**src/rtl/neuron_mac_sequencer.sv**
```systemverilog
// Neuron MAC sequencer: walks n inputs/weights through a
// single multiplier and returns the weighted sum plus bias.
module neuron_mac_sequencer #(
    parameter int DATA_W = 16,
    parameter int ACC_W  = 40
) (
    input  logic                     clk,
    input  logic                     reset_n,
    input  logic [2:0]               n_inputs,
    input  logic                     start,
    input  logic signed [DATA_W-1:0] bias,
    output logic [2:0]               in_addr,
    input  logic signed [DATA_W-1:0] in_data,
    input  logic signed [DATA_W-1:0] w_data,
    output logic                     busy,
    output logic                     done,
    output logic signed [ACC_W-1:0]  result
);

    typedef enum logic [1:0] {
        IDLE,
        RUN,
        DRAIN,
        DONE
    } state_t;

    state_t                    state_q, state_d;
    logic [2:0]                n_lat_q, n_lat_d;
    logic [2:0]                in_addr_q, in_addr_d;
    logic                      issue_q, issue_d;
    logic signed [ACC_W-1:0]   acc_q, acc_d;
    logic signed [ACC_W-1:0]   result_q, result_d;
    logic                      done_q, done_d;
    logic                      busy_q, busy_d;

    logic signed [2*DATA_W-1:0] prod;
    logic signed [ACC_W-1:0]    prod_ext;
    logic signed [ACC_W-1:0]    bias_ext;

    assign prod     = in_data * w_data;
    assign prod_ext = ACC_W'(prod);
    assign bias_ext = ACC_W'(bias);

    // Next-state, address walk and accumulation; data returns one
    // cycle after its address, so issue_q marks a valid product.
    always_comb begin
        state_d   = state_q;
        n_lat_d   = n_lat_q;
        in_addr_d = in_addr_q;
        issue_d   = 1'b0;
        acc_d     = acc_q;
        result_d  = result_q;
        done_d    = 1'b0;

        if (issue_q) begin
            acc_d = acc_q + prod_ext;
        end

        unique case (state_q)
            IDLE: begin
                if (start) begin
                    n_lat_d   = n_inputs;
                    acc_d     = bias_ext;
                    in_addr_d = 3'd0;
                    if (n_inputs == 3'd0) begin
                        state_d  = DONE;
                        result_d = bias_ext;
                        done_d   = 1'b1;
                    end else begin
                        state_d = RUN;
                    end
                end
            end
            RUN: begin
                issue_d = 1'b1;
                if (in_addr_q == n_lat_q - 3'd1) begin
                    state_d = DRAIN;
                end else begin
                    in_addr_d = in_addr_q + 3'd1;
                end
            end
            DRAIN: begin
                state_d  = DONE;
                result_d = acc_d;
                done_d   = 1'b1;
            end
            DONE: begin
                state_d = IDLE;
            end
            default: begin
                state_d = IDLE;
            end
        endcase

        busy_d = (state_d != IDLE);
    end

    // State and registered outputs, cleared asynchronously.
    always_ff @(posedge clk or negedge reset_n) begin
        if (!reset_n) begin
            state_q   <= IDLE;
            n_lat_q   <= 3'd0;
            in_addr_q <= 3'd0;
            issue_q   <= 1'b0;
            acc_q     <= '0;
            result_q  <= '0;
            done_q    <= 1'b0;
            busy_q    <= 1'b0;
        end else begin
            state_q   <= state_d;
            n_lat_q   <= n_lat_d;
            in_addr_q <= in_addr_d;
            issue_q   <= issue_d;
            acc_q     <= acc_d;
            result_q  <= result_d;
            done_q    <= done_d;
            busy_q    <= busy_d;
        end
    end

    assign in_addr = in_addr_q;
    assign busy    = busy_q;
    assign done    = done_q;
    assign result  = result_q;

endmodule

```
**config.mk**
```make
export PLATFORM = sky130hd
export DESIGN_NAME = neuron_mac_sequencer
export DESIGN_NICKNAME = d
export VERILOG_FILES = /design/src/rtl/neuron_mac_sequencer.sv
export SDC_FILE = /design/constraint.sdc
export NUM_CORES = 1
export LEC_CHECK = 0
export CAP_MARGIN = 40
export CORE_ASPECT_RATIO = 0.5
export CORE_MARGIN = 2
export CORE_UTILIZATION = 35
export DETAILED_ROUTE_END_ITERATION = 10
export GPL_TIMING_DRIVEN = 0
export HOLD_SLACK_MARGIN = 0.1
export PLACE_DENSITY = 0.55
export SLEW_MARGIN = 10
export SYNTH_ARGS = -nofsm -noshare
export SYNTH_HDL_FRONTEND = slang
export SYNTH_SLANG_ARGS = --single-unit
```
**constraint.sdc**
```tcl
create_clock -name clk -period 9.78 [get_ports clk]
set_input_delay 1.956 -clock clk [delete_from_list [all_inputs] [get_ports clk]]
set_output_delay 1.956 -clock clk [all_outputs]
set_load 0.01 [all_outputs]
```
==> results.txt, run 1 <==
Fraction of layout cells with a size suffix above 1 -> 0.0206
Met3 Use GR -> 0.0246
PortBufs -> 98
FILL cells -> 4717
Worst r2r src -> acc_q[15]
Fmax -> 107 MHz
CTS clk-pin slew, worst paths -> 0.07 ns
Largest net degree at the start of global routing -> 56
Routing usage on met2 -> 0.314
Initial DRC Count -> 693
Met1 Track Usage GR -> 0.299
Site Rows -> 56
Final worst-path cycle share -> 0.957
Area of the die -> 49000 sq um
Die W -> 311 um
Seq cells post-synth -> 91
Outcome -> finished clean
Startpoint Class -> input port
Max FO, Critical Path -> 10
CP required -> 9.98 ns
Post-synth cell types -> 60
Commonest cells in the netlist -> inv_1 (424), fa_1 (330), nand2_1 (177)
Ys flop type -> dfrtp_1
R2r setup slk -> 3.79 ns
CTS tree -> built
Hold Crit Start -> n_lat_q[2]
Max Slew Vio Count -> 0
Hold Path Class -> reg2reg
Hold_buf cts -> 0
Fin area -> 18600 sq um
Worst Reg-to-Reg Cells -> 20
First-pass GRT wire length -> 75000 um
Total core area -> 46700 sq um
Layout net count -> 2386
Post-CTS Setup Bufs -> 0
Unrepaired setup endpoints after global routing -> no
Antenna diode count -> 0
# DRC -> 0
CP Class -> in2reg
Post-synthesis cell count -> 1774
Syn-to-layout area delta -> 12.9%
Routability cong. -> 0.890
Sequential element share of the synthesized area -> 0.138
CTS H-Tree Depth -> 3
Final HPWL DP -> 40400 um
Post-synth EDFFs -> 0
Clock Path Buffers -> 2
# Max-Cap Violations -> 0
WL final -> 47300 um
Area after DPL -> 18300 sq um
Vias in the first global route -> 12430
Avg Inst Size Synth -> 9.31 sq um
Antenna violations before repair -> 0
Avg Vias per Cell -> 4.80
Routed Antenna Nets -> 0
Die height -> 158 um
Hold Path End -> n_lat_q[2]
Setup TNS -> 0 ns
Final hold vios -> 0
Setup Viol. Count Final -> 0
Worst slew pin tran -> 0.855 ns
Asr flop ratio synth -> 1.00
Area leader, netlist -> fa_1
Main area contributors after synthesis -> fa_1 (40%), dfrtp_1 (14%), inv_1 (9.6%)
Total placed cells including tap cells -> 2512
Worst Skew -> 0.0107 ns
Post-CTS Resized -> 0
GRT Overall Usage -> 0.201
Worst r2r dst -> acc_q[38]
Crit end category -> register
Initial core utilization -> 0.353
Root buf cell -> clkbuf_16
Hold Path Depth -> 2
Worst EP arrival -> 9.57 ns
Post-Syn Nets -> 2275
Busiest grt layer -> met2
GRT overflow -> 0
Slew margin rel. -> 0.430
Routed wire length per instance -> 18.7 um
Crit path launch -> w_data[7]
Min cycle time layout -> 9.36 ns
Mapped cell area -> 16500 sq um
Total CTS buffers -> 9
Clock sink total -> 91
Synth top area share -> 0.400
Most common cell in the synthesized netlist -> inv_1
Vias post-DR -> 12139
Clock latency on the worst-skew pair -> 0.36 ns
Yosys warns -> 0
Non-filler cells, final -> 2527
Pre-antenna DRT Iters -> 5
# IOs -> 99
-- final cells by class --
cell class              count  area, sq um  area share
plain buffers              70          268      0.0144
clock buffers              10          229      0.0123
clock inverters             5         62.6     0.00336
inverters                 425         1600      0.0856
multi-input cells        1188        12400       0.664
flip-flops and latches     91         2280       0.122
well taps                 638          798      0.0428
repair buffers            100         1030      0.0551
-- layout by cell type, fill, tap and decap left out, types with 25 or more instances in the layout --
cell,Yosys,layout
nand2_1,177,177
and2_1,117,117
xnor2_1,25,25
o21ai_0,31,31
clkdlybuf4s50_1,0,97
a211oi_1,29,29
inv_1,424,424
clkbuf_1,63,61
nor2_1,62,62
dfrtp_1,91,91
mux2i_1,30,30
ha_1,117,117
a21oi_1,100,100
fa_1,330,329
-- logic make-up after synthesis --
family / after synthesis / synth area share
and+or+nand+nor: 417 / 0.122
buffers and inverters: 495 / 0.113
adders and majority gates: 447 / 0.489
xor gates and xnor gates: 38 / 0.0202
muxes: 38 / 0.0236
AOI/OAI and AO/OA: 248 / 0.0953
DFF: 91 / 0.138
-- worst max path at each step --
stage                      end  depth (start not counted)  slack (ns)
global placement    result[39]                         24       -0.09
global route         acc_q[38]                         23        0.03
detailed placement   acc_q[39]                         24       -0.19
floorplan            acc_q[39]                         23        1.74
finish               acc_q[38]                         23        0.42
CTS                  acc_q[39]                         24        0.16
-- worst max-delay path: stages --
cell	delay, ns
clkdlybuf4s50_1	0.85
clkbuf_1	0.55
nand2_1	0.17
fa_1	0.55
inv_1	0.06
fa_1	0.48
fa_1	0.60
fa_1	0.49
fa_1	0.51
inv_1	0.05
fa_1	0.48
inv_1	0.05
ha_1	0.26
clkbuf_1	0.35
and3_1	0.29
nand4_1	0.13
a211o_1	0.25
a31oi_1	0.54
nor2_1	0.09
o221ai_1	0.29
mux2i_1	0.13
a211oi_1	0.30
a21oi_1	0.12
-- flip-flops by register name, summed over array words and instances, names as in the netlist --
register	count
acc_q	40
result	40
in_addr	3
n_lat_q	3
state_q	2
busy	1
done	1
issue_q	1
-- per-stage QoR --
| stage | setup slack, ns | hold WS (ns) | util |
|---|---|---|---|
| 3_5_place_dp | -0.191 | 0.490 | 0.392 |
| 4_1_cts | 0.157 | 0.514 | 0.399 |
| 6_report | 0.418 | 0.503 | 0.399 |
| 5_1_grt | 0.0263 | 0.533 | 0.399 |
| 2_1_floorplan | 1.74 | 0.466 | - |
| 3_3_place_gp | -0.0883 | 0.489 | 0.391 |
-- routing by layer --
metal / up-vias / share of wire
met5: - / 0
met4: 0 / 0.018
met3: 40 / 0.046
met2: 268 / 0.44
met1: 6154 / 0.49
li1: 5677 / -
Power of run 1 is not shown: default switching activity piles up to over one toggle a cycle in this logic, so the estimate is an artifact.
==> run 2, diff against run 1 <==
--- a/config.mk
+++ b/config.mk
@@ -12,7 +12,7 @@
 export DETAILED_ROUTE_END_ITERATION = 10
 export GPL_TIMING_DRIVEN = 0
 export HOLD_SLACK_MARGIN = 0.1
-export PLACE_DENSITY = 0.55
+export PLACE_DENSITY = 0.57
 export SLEW_MARGIN = 10
 export SYNTH_ARGS = -nofsm -noshare
 export SYNTH_HDL_FRONTEND = slang
==> constraint.sdc (replaced) <==
create_clock -name clk -period 8.4 [get_ports clk]
set_input_delay 1.68 -clock clk [delete_from_list [all_inputs] [get_ports clk]]
set_output_delay 1.68 -clock clk [all_outputs]
set_load 0.01 [all_outputs]
==> results.txt, run 2 (synthesis results as in run 1) <==
WL final -> 46500 um
Multi-input combinational cell area -> 12400 sq um
# Max-Cap Violations -> 0
Area of the die -> 49000 sq um
Commonest cells after routing, fill and taps aside -> inv_1 (422), fa_1 (327), nand2_1 (177)
Vias post-DR -> 12197
Antenna violations before repair -> 0
# DRC -> 0
Layout net count -> 2389
Post-place setup slack -> -1.23 ns
Site Rows -> 56
GRT overflow -> 0
Critical-path top delay cell -> dlygate4sd2_1
Crit path top cell by count -> fa_1
CP cell instances -> dlygate4sd2_1, clkbuf_2, nand2_1, fa_1, inv_1, fa_1, inv_1, fa_1, inv_1, fa_1, fa_1, inv_1, fa_1, inv_1, ha_1, nand3_1, a2111o_1, a311oi_2, nor2_1, o31a_1, o211ai_1, xnor2_1, a21oi_1
Initial core utilization -> 0.353
Routed Antenna Nets -> 0
Total core area -> 46700 sq um
Die W -> 311 um
Worst Skew -> 0.0105 ns
PortBufs -> 98
Final hold vios -> 0
Setup Viol. Count Final -> 0
Fraction of layout cells with a size suffix above 1 -> 0.0518
Largest net degree at the start of global routing -> 58
Final worst-path cycle share -> 0.970
Initial DRC Count -> 792
CTS H-Tree Depth -> 3
Final HPWL DP -> 39900 um
# IOs -> 99
Max FO, Critical Path -> 10
FILL cells -> 4655
Outcome -> finished clean
Max Slew Vio Count -> 0
GRT Overall Usage -> 0.199
Slew margin rel. -> 0.417
CP required -> 8.61 ns
Root buf cell -> clkbuf_16
Min cycle time layout -> 8.15 ns
Clock latency on the worst-skew pair -> 0.36 ns
Worst slew pin tran -> 0.874 ns
CTS clk-pin slew, worst paths -> 0.07 ns
Crit end category -> register
Total CTS buffers -> 9
Routability cong. -> 0.881
Avg Vias per Cell -> 4.82
First-pass GRT wire length -> 74700 um
Clock sink total -> 91
WL met1 -> 22600 um
Crit-path max cell delay -> 0.56 ns
Die height -> 158 um
Met2 WL -> 20800 um
Hold Path Class -> reg2reg
Vias in the first global route -> 12778
Met3 WL -> 2170 um
Fmax -> 123 MHz
Unrepaired setup endpoints after global routing -> no
Worst EP arrival -> 8.36 ns
Syn-to-layout area delta -> 14.0%
Antenna diode count -> 0
Final setup margin -> 0.249 ns
Pre-antenna DRT Iters -> 6
CTS tree -> built
Startpoint Class -> input port
Clock Path Buffers -> 2
CP Class -> in2reg
Commonest non-fill, non-tap cell in the layout -> inv_1
Top routing layer in use -> met4
Reg area -> 2280 sq um
Routed wire length per instance -> 18.4 um
==> run 2: worst paths after layout <==
path                         endpoint  slack (ns)  startpoint  cells after the start
hold reg to reg            n_lat_q[2]        0.52  n_lat_q[2]                      2
max in group asynchronous  result[33]        6.45     reset_n                      2
setup reg to reg            acc_q[39]        2.68    acc_q[8]                     17
hold / removal             n_lat_q[2]        0.52  n_lat_q[2]                      2
setup / recovery            acc_q[39]        0.25   w_data[9]                     23
min in group asynchronous  in_addr[0]        1.28     reset_n                      1
==> run 2: critical path: cells and delay by family <==
kind,cells,cell delay (ns)
compound gates,5,1.55
fa+ha+maj,7,3.39
simple gates,3,0.36
xor+xnor,1,0.17
buf+inv,7,1.20
==> run 2: repair_timing <==
item	in CTS	in global routing
hold buffers	0	0
endpoints found under the setup margin	38	34
gates resized for setup	76	48
setup buffers	0	6
pin swaps	1	5
==> run 2: routing by layer <==
layer,global-route usage,vias up
met5,0,-
met4,0.0485,0
met3,0.0183,48
met2,0.317,290
met1,0.292,6182
li1,-,5677
==> run 2: stage by stage <==
step           utilization  instance area, sq um  setup TNS [ns]  std cells  hold slack [ns]
3_3_place_gp         0.391                 18300          -29.80       2510            0.489
2_1_floorplan            -                 16500               0       1774            0.466
3_5_place_dp         0.393                 18400          -27.91       2513            0.495
5_1_grt              0.403                 18800               0       2531            0.566
4_1_cts              0.401                 18700               0       2528            0.517
6_report             0.403                 18800               0       2531            0.521
==> run 2: cell type report <==
type,instances,area share
clock buffer,10,0.0127
buffer,66,0.0187
sequential,91,0.121
clock inverter,6,0.00293
multi-input combinational,1188,0.661
tap,638,0.0424
timing repair buffer,107,0.0563
inverter,425,0.0850
Power of run 2 is left out for the same reason.
